===== config.mk =====
export PLATFORM = sky130hd
export DESIGN_NAME = alu_arbiter
export DESIGN_NICKNAME = d
export VERILOG_FILES = /design/src/rtl/alu_arbiter_pkg.sv /design/src/rtl/alu_arbiter_alu_core.sv /design/src/rtl/alu_arbiter.sv
export SDC_FILE = /design/constraint.sdc
export NUM_CORES = 1
export LEC_CHECK = 0
export CORE_MARGIN = 4
export CORE_UTILIZATION = 55
export DETAILED_ROUTE_END_ITERATION = 7
export PLACE_DENSITY = 0.83
export SLEW_MARGIN = 10
export SYNTH_ARGS = -nofsm -noshare
export SYNTH_HDL_FRONTEND = slang
export SYNTH_SLANG_ARGS = --single-unit

===== constraint.sdc =====
create_clock -name clk -period 6.5 [get_ports clk]
set_clock_uncertainty 0.2 [all_clocks]
set_input_delay 1.3 -clock clk [delete_from_list [all_inputs] [get_ports clk]]
set_output_delay 1.3 -clock clk [all_outputs]
set_load 0.01 [all_outputs]

===== src/rtl/alu_arbiter_pkg.sv =====
// Shared definitions for the two-requester ALU arbiter: opcodes, default width, output-stage states.
package alu_arbiter_pkg;

  localparam int unsigned ALU_WIDTH = 32;

  localparam logic [2:0] ALU_ADD  = 3'd0;
  localparam logic [2:0] ALU_SUB  = 3'd1;
  localparam logic [2:0] ALU_AND  = 3'd2;
  localparam logic [2:0] ALU_OR   = 3'd3;
  localparam logic [2:0] ALU_SRL  = 3'd4;
  localparam logic [2:0] ALU_SRA  = 3'd5;
  localparam logic [2:0] ALU_SGTU = 3'd6;
  localparam logic [2:0] ALU_SGT  = 3'd7;

  typedef enum logic {
    StEmpty = 1'b0,
    StFull  = 1'b1
  } state_e;

endpackage


===== src/rtl/alu_arbiter_alu_core.sv =====
// Purely combinational shared ALU: C = op(A, B). WIDTH is assumed to be a power of two.
module alu_core
  import alu_arbiter_pkg::*;
#(
  parameter int unsigned WIDTH = ALU_WIDTH
) (
  input  logic [WIDTH-1:0] a_i,
  input  logic [WIDTH-1:0] b_i,
  input  logic [2:0]       op_i,
  output logic [WIDTH-1:0] c_o
);

  localparam int unsigned ShW = $clog2(WIDTH);

  logic [ShW-1:0] shamt;
  logic           sh_big;

  assign shamt  = b_i[ShW-1:0];
  // Shift amounts use the full B operand; anything >= WIDTH saturates.
  assign sh_big = (b_i >= WIDTH'(WIDTH));

  always_comb begin
    c_o = '0;
    case (op_i)
      ALU_ADD:  c_o = a_i + b_i;
      ALU_SUB:  c_o = a_i - b_i;
      ALU_AND:  c_o = a_i & b_i;
      ALU_OR:   c_o = a_i | b_i;
      ALU_SRL:  c_o = sh_big ? '0 : (a_i >> shamt);
      ALU_SRA:  c_o = sh_big ? {WIDTH{a_i[WIDTH-1]}} : WIDTH'($signed(a_i) >>> shamt);
      ALU_SGTU: c_o = WIDTH'(a_i > b_i);
      ALU_SGT:  c_o = WIDTH'($signed(a_i) > $signed(b_i));
      default:  c_o = '0;
    endcase
  end

endmodule


===== src/rtl/alu_arbiter.sv =====
// Two-requester arbiter in front of one shared ALU with a single-entry registered result stage.
// Tie-break: round-robin when ALU_ARB_ROUND_ROBIN_EN is defined, otherwise requester 0 wins.
module alu_arbiter
  import alu_arbiter_pkg::*;
#(
  parameter int unsigned WIDTH = ALU_WIDTH
) (
  input  logic             clk,
  input  logic             reset,
  input  logic             req0_valid,
  output logic             req0_ready,
  input  logic [WIDTH-1:0] req0_a,
  input  logic [WIDTH-1:0] req0_b,
  input  logic [2:0]       req0_op,
  input  logic             req1_valid,
  output logic             req1_ready,
  input  logic [WIDTH-1:0] req1_a,
  input  logic [WIDTH-1:0] req1_b,
  input  logic [2:0]       req1_op,
  output logic             rsp_valid,
  input  logic             rsp_ready,
  output logic [WIDTH-1:0] rsp_c,
  output logic             rsp_id
);

  state_e           state_q, state_d;
  logic [WIDTH-1:0] rsp_c_q, rsp_c_d;
  logic             rsp_id_q, rsp_id_d;
  logic             last_grant_q, last_grant_d;

  logic             can_accept;
  logic             grant_valid;
  logic             grant_id;
  logic             accept;
  logic [WIDTH-1:0] alu_a, alu_b, alu_c;
  logic [2:0]       alu_op;

  assign can_accept  = (state_q == StEmpty) | rsp_ready;
  assign grant_valid = req0_valid | req1_valid;

  always_comb begin
    grant_id = 1'b0;
    if (req0_valid && req1_valid) begin
`ifdef ALU_ARB_ROUND_ROBIN_EN
      grant_id = ~last_grant_q;
`else
      grant_id = 1'b0;
`endif
    end else if (req1_valid) begin
      grant_id = 1'b1;
    end
  end

`ifndef ALU_ARB_ROUND_ROBIN_EN
  // Fixed priority still tracks the last grant but never consults it.
  logic unused_last_grant;
  assign unused_last_grant = last_grant_q;
`endif

  assign accept     = can_accept & grant_valid & ~reset;
  assign req0_ready = accept & ~grant_id;
  assign req1_ready = accept & grant_id;

  assign alu_a  = grant_id ? req1_a  : req0_a;
  assign alu_b  = grant_id ? req1_b  : req0_b;
  assign alu_op = grant_id ? req1_op : req0_op;

  alu_core #(
    .WIDTH (WIDTH)
  ) u_alu_core (
    .a_i  (alu_a),
    .b_i  (alu_b),
    .op_i (alu_op),
    .c_o  (alu_c)
  );

  always_comb begin
    state_d      = state_q;
    rsp_c_d      = rsp_c_q;
    rsp_id_d     = rsp_id_q;
    last_grant_d = last_grant_q;
    if (accept) begin
      state_d      = StFull;
      rsp_c_d      = alu_c;
      rsp_id_d     = grant_id;
      last_grant_d = grant_id;
    end else if ((state_q == StFull) && rsp_ready) begin
      state_d = StEmpty;
    end
  end

  always_ff @(posedge clk) begin
    if (reset) begin
      state_q      <= StEmpty;
      rsp_c_q      <= '0;
      rsp_id_q     <= 1'b0;
      last_grant_q <= 1'b1;
    end else begin
      state_q      <= state_d;
      rsp_c_q      <= rsp_c_d;
      rsp_id_q     <= rsp_id_d;
      last_grant_q <= last_grant_d;
    end
  end

  assign rsp_valid = (state_q == StFull);
  assign rsp_c     = rsp_c_q;
  assign rsp_id    = rsp_id_q;

endmodule

After elaboration in Yosys (flattened, before gate mapping)
Index checks and enable logic that the tools add are counted.
{ "word_totals": {"input_bits": 139, "ff_bits": 34, "out_inout_bits": 36, "elab_cells": 42} }
{ "op_classes": {"reduce_logical": 4, "n_addsub": 2, "shift": 2, "n_eq_ne": 7, "bitwise_logic": 11, "muxes": 10, "order_cmp": 3} }
{ "ops": {"columns": ["operator", "n"], "rows": [
  ["one-hot mux 32 bit (8 select lines)", 1],
  ["two-way mux 32 bit", 4],
  ["greater-than comparator 32 bit", 2],
  ["adder 32 bit", 1],
  ["bitwise AND 32 bit", 1],
  [">= comparator 32 x 6 -> 1 bit (second input constant)", 1],
  ["bitwise OR 32 bit", 1],
  [">> shifter 32 x 5 -> 32 bit", 1],
  [">>> shifter 32 x 5 -> 32 bit", 1],
  ["subtractor 32 bit", 1],
  ["equality test 3 bit (second input constant)", 4],
  ["equality test 3 x 2 -> 1 bit (second input constant)", 2],
  ["bitwise AND 1 bit", 4],
  ["two-way mux 1 bit", 4],
  ["equality test 3 x 1 -> 1 bit (second input constant)", 1],
  ["zero test 3 bit", 1],
  ["two-way mux 3 bit", 1],
  ["NOT 1 bit", 3],
  ["logical AND 1 bit", 2],
  ["bitwise OR 1 bit", 2],
  ["nonzero test 2 bit", 1]
]} }

Logic depth before layout (Yosys ltp)
{ "logic_depth": {"depth_word": 6, "ltp_mapped": 21} }

By module
Synthesis repeated with hierarchy kept, for this count alone.
{ "hier_totals": {"hier_cells": 1310, "area_unflattened_um2": 9714.3} }
{ "by_module_without_submodules": {"columns": ["mod", "cells_each", "instances", "seq_area_each_um2", "area_each_um2"], "rows": [
  ["alu_core", 1078, 1, 0.0, 7415.9],
  ["alu_arbiter", 232, 1, 680.7, 2298.5]
]} }

Worst setup path after synthesis
Ideal clock, no wire load.
{ "synth_timing": {"path_type": "input to register", "from": "input port req0_valid", "to": "register rsp_c_q[23] (netlist: rsp_c[23])", "n_path_buf": 5, "arrival_time_ns": 5.214, "setup_time_ns": 0.122, "required_time_ns": 6.178, "cell_stages": 17, "path_slack_ns": 0.964, "path_cell_list": "nand2b_1 -> buf_4 -> buf_2 -> clkbuf_1 -> buf_1 -> mux2i_1 -> ha_1 -> buf_2 -> and4b_1 -> nand3_1 -> a211o_2 -> a31oi_1 -> a311o_1 -> a311oi_1 -> a21o_1 -> and3_1 -> o32a_1"} }
{ "synth_via": {"elab_chain_cells": 6, "elab_cells_between_ends": 26} }
{ "synth_lines": {"columns": ["element", "line", "source"], "rows": [
  ["from (decl)", "alu_arbiter.sv:10", "input logic req0_valid,"],
  ["logical AND 1 bit", "alu_arbiter.sv:43", "if (req0_valid && req1_valid) begin"],
  ["two-way mux 1 bit", "alu_arbiter.sv:43", null],
  ["two-way mux 32 bit (on tied branches)", "alu_arbiter.sv:65, alu_arbiter.sv:64", null],
  [">= comparator 32 x 6 -> 1 bit (tied with other cells)", "alu_arbiter_alu_core.sv:20", "assign sh_big = (b_i >= WIDTH'(WIDTH));"],
  ["two-way mux 32 bit (on tied branches)", "alu_arbiter_alu_core.sv:30, alu_arbiter_alu_core.sv:29", null],
  ["one-hot mux 32 bit (8 select lines)", "alu_arbiter_alu_core.sv:24", "case (op_i)"],
  ["to (signal assigned)", "alu_arbiter.sv:100", "rsp_c_q <= rsp_c_d;"],
  ["to (decl)", "alu_arbiter.sv:27", "logic [WIDTH-1:0] rsp_c_q, rsp_c_d;"]
]} }
Several ways; a longest one is shown, not always the timed one.
A chain may end at the register's enable or synchronous reset.

Worst setup path after layout
{ "layout_timing": {"from": "input port req1_valid", "to": "register rsp_c_q[30] (netlist: rsp_c[30])"} }
{ "layout_via": {"elab_chain_cells": 6, "elab_cells_between_ends": 27} }
{ "layout_lines": {"columns": ["element", "line", "source"], "rows": [
  ["from (decl)", "alu_arbiter.sv:15", "input logic req1_valid,"],
  ["two-way mux 1 bit / logical AND 1 bit (equally long branches)", "alu_arbiter.sv:49, alu_arbiter.sv:43", null],
  ["two-way mux 1 bit", "alu_arbiter.sv:43", null],
  ["two-way mux 32 bit (on tied branches)", "alu_arbiter.sv:65, alu_arbiter.sv:64", null],
  [">= comparator 32 x 6 -> 1 bit (tied with other cells)", "alu_arbiter_alu_core.sv:20", null],
  ["two-way mux 32 bit (on tied branches)", "alu_arbiter_alu_core.sv:30, alu_arbiter_alu_core.sv:29", null],
  ["one-hot mux 32 bit (8 select lines)", "alu_arbiter_alu_core.sv:24", null]
]} }
Several ways; a longest one is shown, not always the timed one.

==> out/qor.txt <==
Status: finished clean
Hold path start: rsp_c[9]$_SDFFE_PP0P_
CP Launch Point: req1_valid
Chip Height: 142.8 um
Global-route wire length before repair: 68330 um
Wire length after detailed routing: 45750 um
Most used DFF post-synth: dfxtp_1
Largest net degree at the start of global routing: 48
Mapped Cells: 1480
Initial Utilization: 0.5579
Clock latency on the worst-skew pair: 0.29 ns
Routed met1 length: 16980 um
Die area: 20380 um2
YS warnings: 0
CTS tree: built
Routed via count: 12750
Clock Path Buffers: 2
Num CTS Buffers: 5
Vias in the first global route: 11960
Worst-margin pin slew: 1.036 ns
Final count of hold timing violations: 0
WL met2: 19240 um
Reg2reg start: rsp_valid$_SDFFE_PP0P_
# hold bufs at CTS: 0
Power Dens Cells: 149.3 nW/um2
Highest clock rate: 0.1668 GHz
Std cell rows: 49
Yosys cell types: 91
Port buffer count: 174
Final GP Congestion: 1.090
Peak supply drop: 0.0001159 V
CP Launch Type: input port
Area growth, synth to finish: 21.75%
Critical path data required time: 6.51 ns
Final setup fails: 0
Post-CTS setup buffers: 0
Max-Cap Viols: 0
Total grt overflow: 0
Reg clk slew, reported paths: 0.06 ns
Leak: 0.005279 uW
Post-synth ARST share: 0
CP dominant cell by count: nand2_1
Met3 wire len: 6085 um
Root buffer cell: clkbuf_16
Fin crit period: 5.997 ns
Syn_nets: 1717
Antenna fix cells: 0
Tcrit/Tclk final: 0.9226
Chip Width: 142.8 um
DR DRC count: 0
Seq/Total Area, Yosys: 0.06815
Post-cts sizing count: 0
Initial DRC Count: 1937
Worst rel slew slack: 0.3065
Avg Inst Size Synth: 6.748 um2
Final Net Count: 1855
EDFF count, synth: 0
CP Max Fanout: 14
Slew Limit Fails: 0
Critical Path AT: 6.01 ns
Initial antenna violation count: 1
CP endpoint kind: flop
Tot GR Track Use: 0.4313
Critical Path Slowest Stage Cell: clkdlybuf4s50_1
Share of layout cells above drive strength 1: 0.08215
Tot Pwr: 1816 uW
Mapped Area: 9987 um2
Core ar.: 17900 um2
HPWL after detailed placement: 36780 um
Setup TNS: 0 ns
Cell chain of the critical path: clkdlybuf4s50_1, nor2b_4, buf_4, nand2_1, nand2_1, inv_1, fa_1, nand2b_1, a221oi_1, o21ai_1, a21oi_1, o2111ai_1, nor4bb_1, o41ai_1, xnor2_1, a311oi_1
CTS sink count: 34
Unrepaired setup endpoints after global routing: false
Uppermost layer routed: met5
Top Ports: 175
DR pass1 iterations: 6
Delay of the slowest cell on the worst path: 0.57 ns
Setup CP Type: input port to flop
Number of synthesized register bits: 34
Vias per cell: 6.901
ANT nets after route: 0
Routed WL per cell: 24.76 um
# H-tree levels: 2
Type of the tightest min-delay check: flop to flop
==> cell usage after synthesis, drive strengths merged (6+ instances only) <==
library cell  instances  area share
nand3                25       0.013
o31ai                13      0.0098
a221oi               12       0.011
a31o                  7      0.0061
o21ai                95       0.048
mux2                 28       0.032
and2                  6      0.0038
buf                  47       0.025
nor3                 40       0.021
nor2b                18       0.011
o2111ai               8      0.0070
o21bai               16       0.012
a211o                 6      0.0054
ha                   96        0.12
o22ai                 8      0.0056
xor2                  7      0.0061
nand2               229       0.086
clkbuf               49       0.018
inv                  99       0.037
a31oi                18       0.011
o21a                  7      0.0053
mux4                 12       0.027
or3                  10      0.0063
o211ai               34       0.026
nand2b               24       0.015
o221ai               10      0.0088
a211oi               26       0.020
xnor2                16       0.014
a21o                 17       0.013
a21oi               132       0.066
nand4                 8      0.0050
mux2i                98       0.099
nor4                 19       0.012
dfxtp                34       0.068
nor2                119       0.045
==> critical path: cells and delay by family <==
family / cells / cell delay (ns)
XOR/XNOR: 1 / 0.11
buffers and inverters: 3 / 0.97
adder cells (fa/ha/maj): 1 / 0.46
AO/OA/AOI/OAI: 6 / 2.02
AND/OR/NAND/NOR: 5 / 1.13
==> through the flow <==
stage          std cells  area [um2]  setup slack, ns  hold slack (ns)    util
2_1_floorplan       1480        9987           0.9640           0.2974       -
3_3_place_gp        1840       12010           0.4343           0.2340  0.6710
3_5_place_dp        1840       12010           0.3455           0.2520  0.6710
4_1_cts             1848       12160           0.6321           0.2707  0.6792
5_1_grt             1848       12160           0.2011           0.2911  0.6792
6_report            1848       12160           0.5031           0.2698  0.6792
==> layout make-up <==
class,count,area [um2]
clock buffer,7,142.6
clock inverter,1,5.005
fill,1631,5743
inverter,99,371.6
multi-input combinational,1251,8533
sequential,34,680.7
tap,229,286.5
timing repair buffer,227,2140
==> logic make-up after synthesis <==
logic type               after synthesis  synth area share
buffers and inverters                195           0.08068
multiplexers                         138            0.1580
AND/OR/NAND/NOR                      523            0.2369
flip-flops                            34           0.06815
AO/OA/AOI/OAI                        469            0.3118
adder cells (fa/ha/maj)               98            0.1243
XOR/XNOR                              23           0.02017
==> sequential cells by signal, summed over array words and instances (netlist names) <==
signal and flops:
rsp_valid 1, rsp_id 1, rsp_c 32
==> path summary, 6_finish.rpt <==
path / end / slack, ns / cells after the start
max: rsp_c[30]$_SDFFE_PP0P_ / 0.50 / 16
min: rsp_c[9]$_SDFFE_PP0P_ / 0.27 / 1
max reg2reg: rsp_c[28]$_SDFFE_PP0P_ / 3.62 / 9
min reg2reg: rsp_c[9]$_SDFFE_PP0P_ / 0.27 / 1
==> layer usage <==
layer / vias to the layer above / track usage
li1: 5684 / -
met1: 5869 / 0.5493
met2: 986 / 0.6469
met3: 212 / 0.1125
met4: 2 / 0.2711
met5: - / 0
==> layout by cell type, fill, tap and decap left out, types with 10 or more instances in the layout <==
cell type        count
nand2_1            229
clkdlybuf4s50_1    174
a21oi_1            132
nor2_1             117
ha_1                96
mux2i_1             95
inv_1               91
o21ai_0             76
buf_4               53
nor3_1              38
o211ai_1            34
dfxtp_1             34
mux2_2              26
a211oi_1            26
nand3_1             25
nand2b_1            23
nor4_1              19
o21ai_1             19
a31oi_1             18
nor2b_1             17
a21o_1              17
o21bai_1            16
xnor2_1             16
o31ai_1             13
a221oi_1            12
mux4_2              12
or3_1               10
o221ai_1            10
==> where the power goes <==
| group | total, uW | switching (uW) | internal (uW) |
|---|---|---|---|
| registers | 259 | 21.0 | 238 |
| logic | 1290 | 774 | 515 |
| clock network | 267 | 114 | 153 |
| total | 1820 | 909 | 906 |
Note: power is estimated with default switching activity, not from simulation.
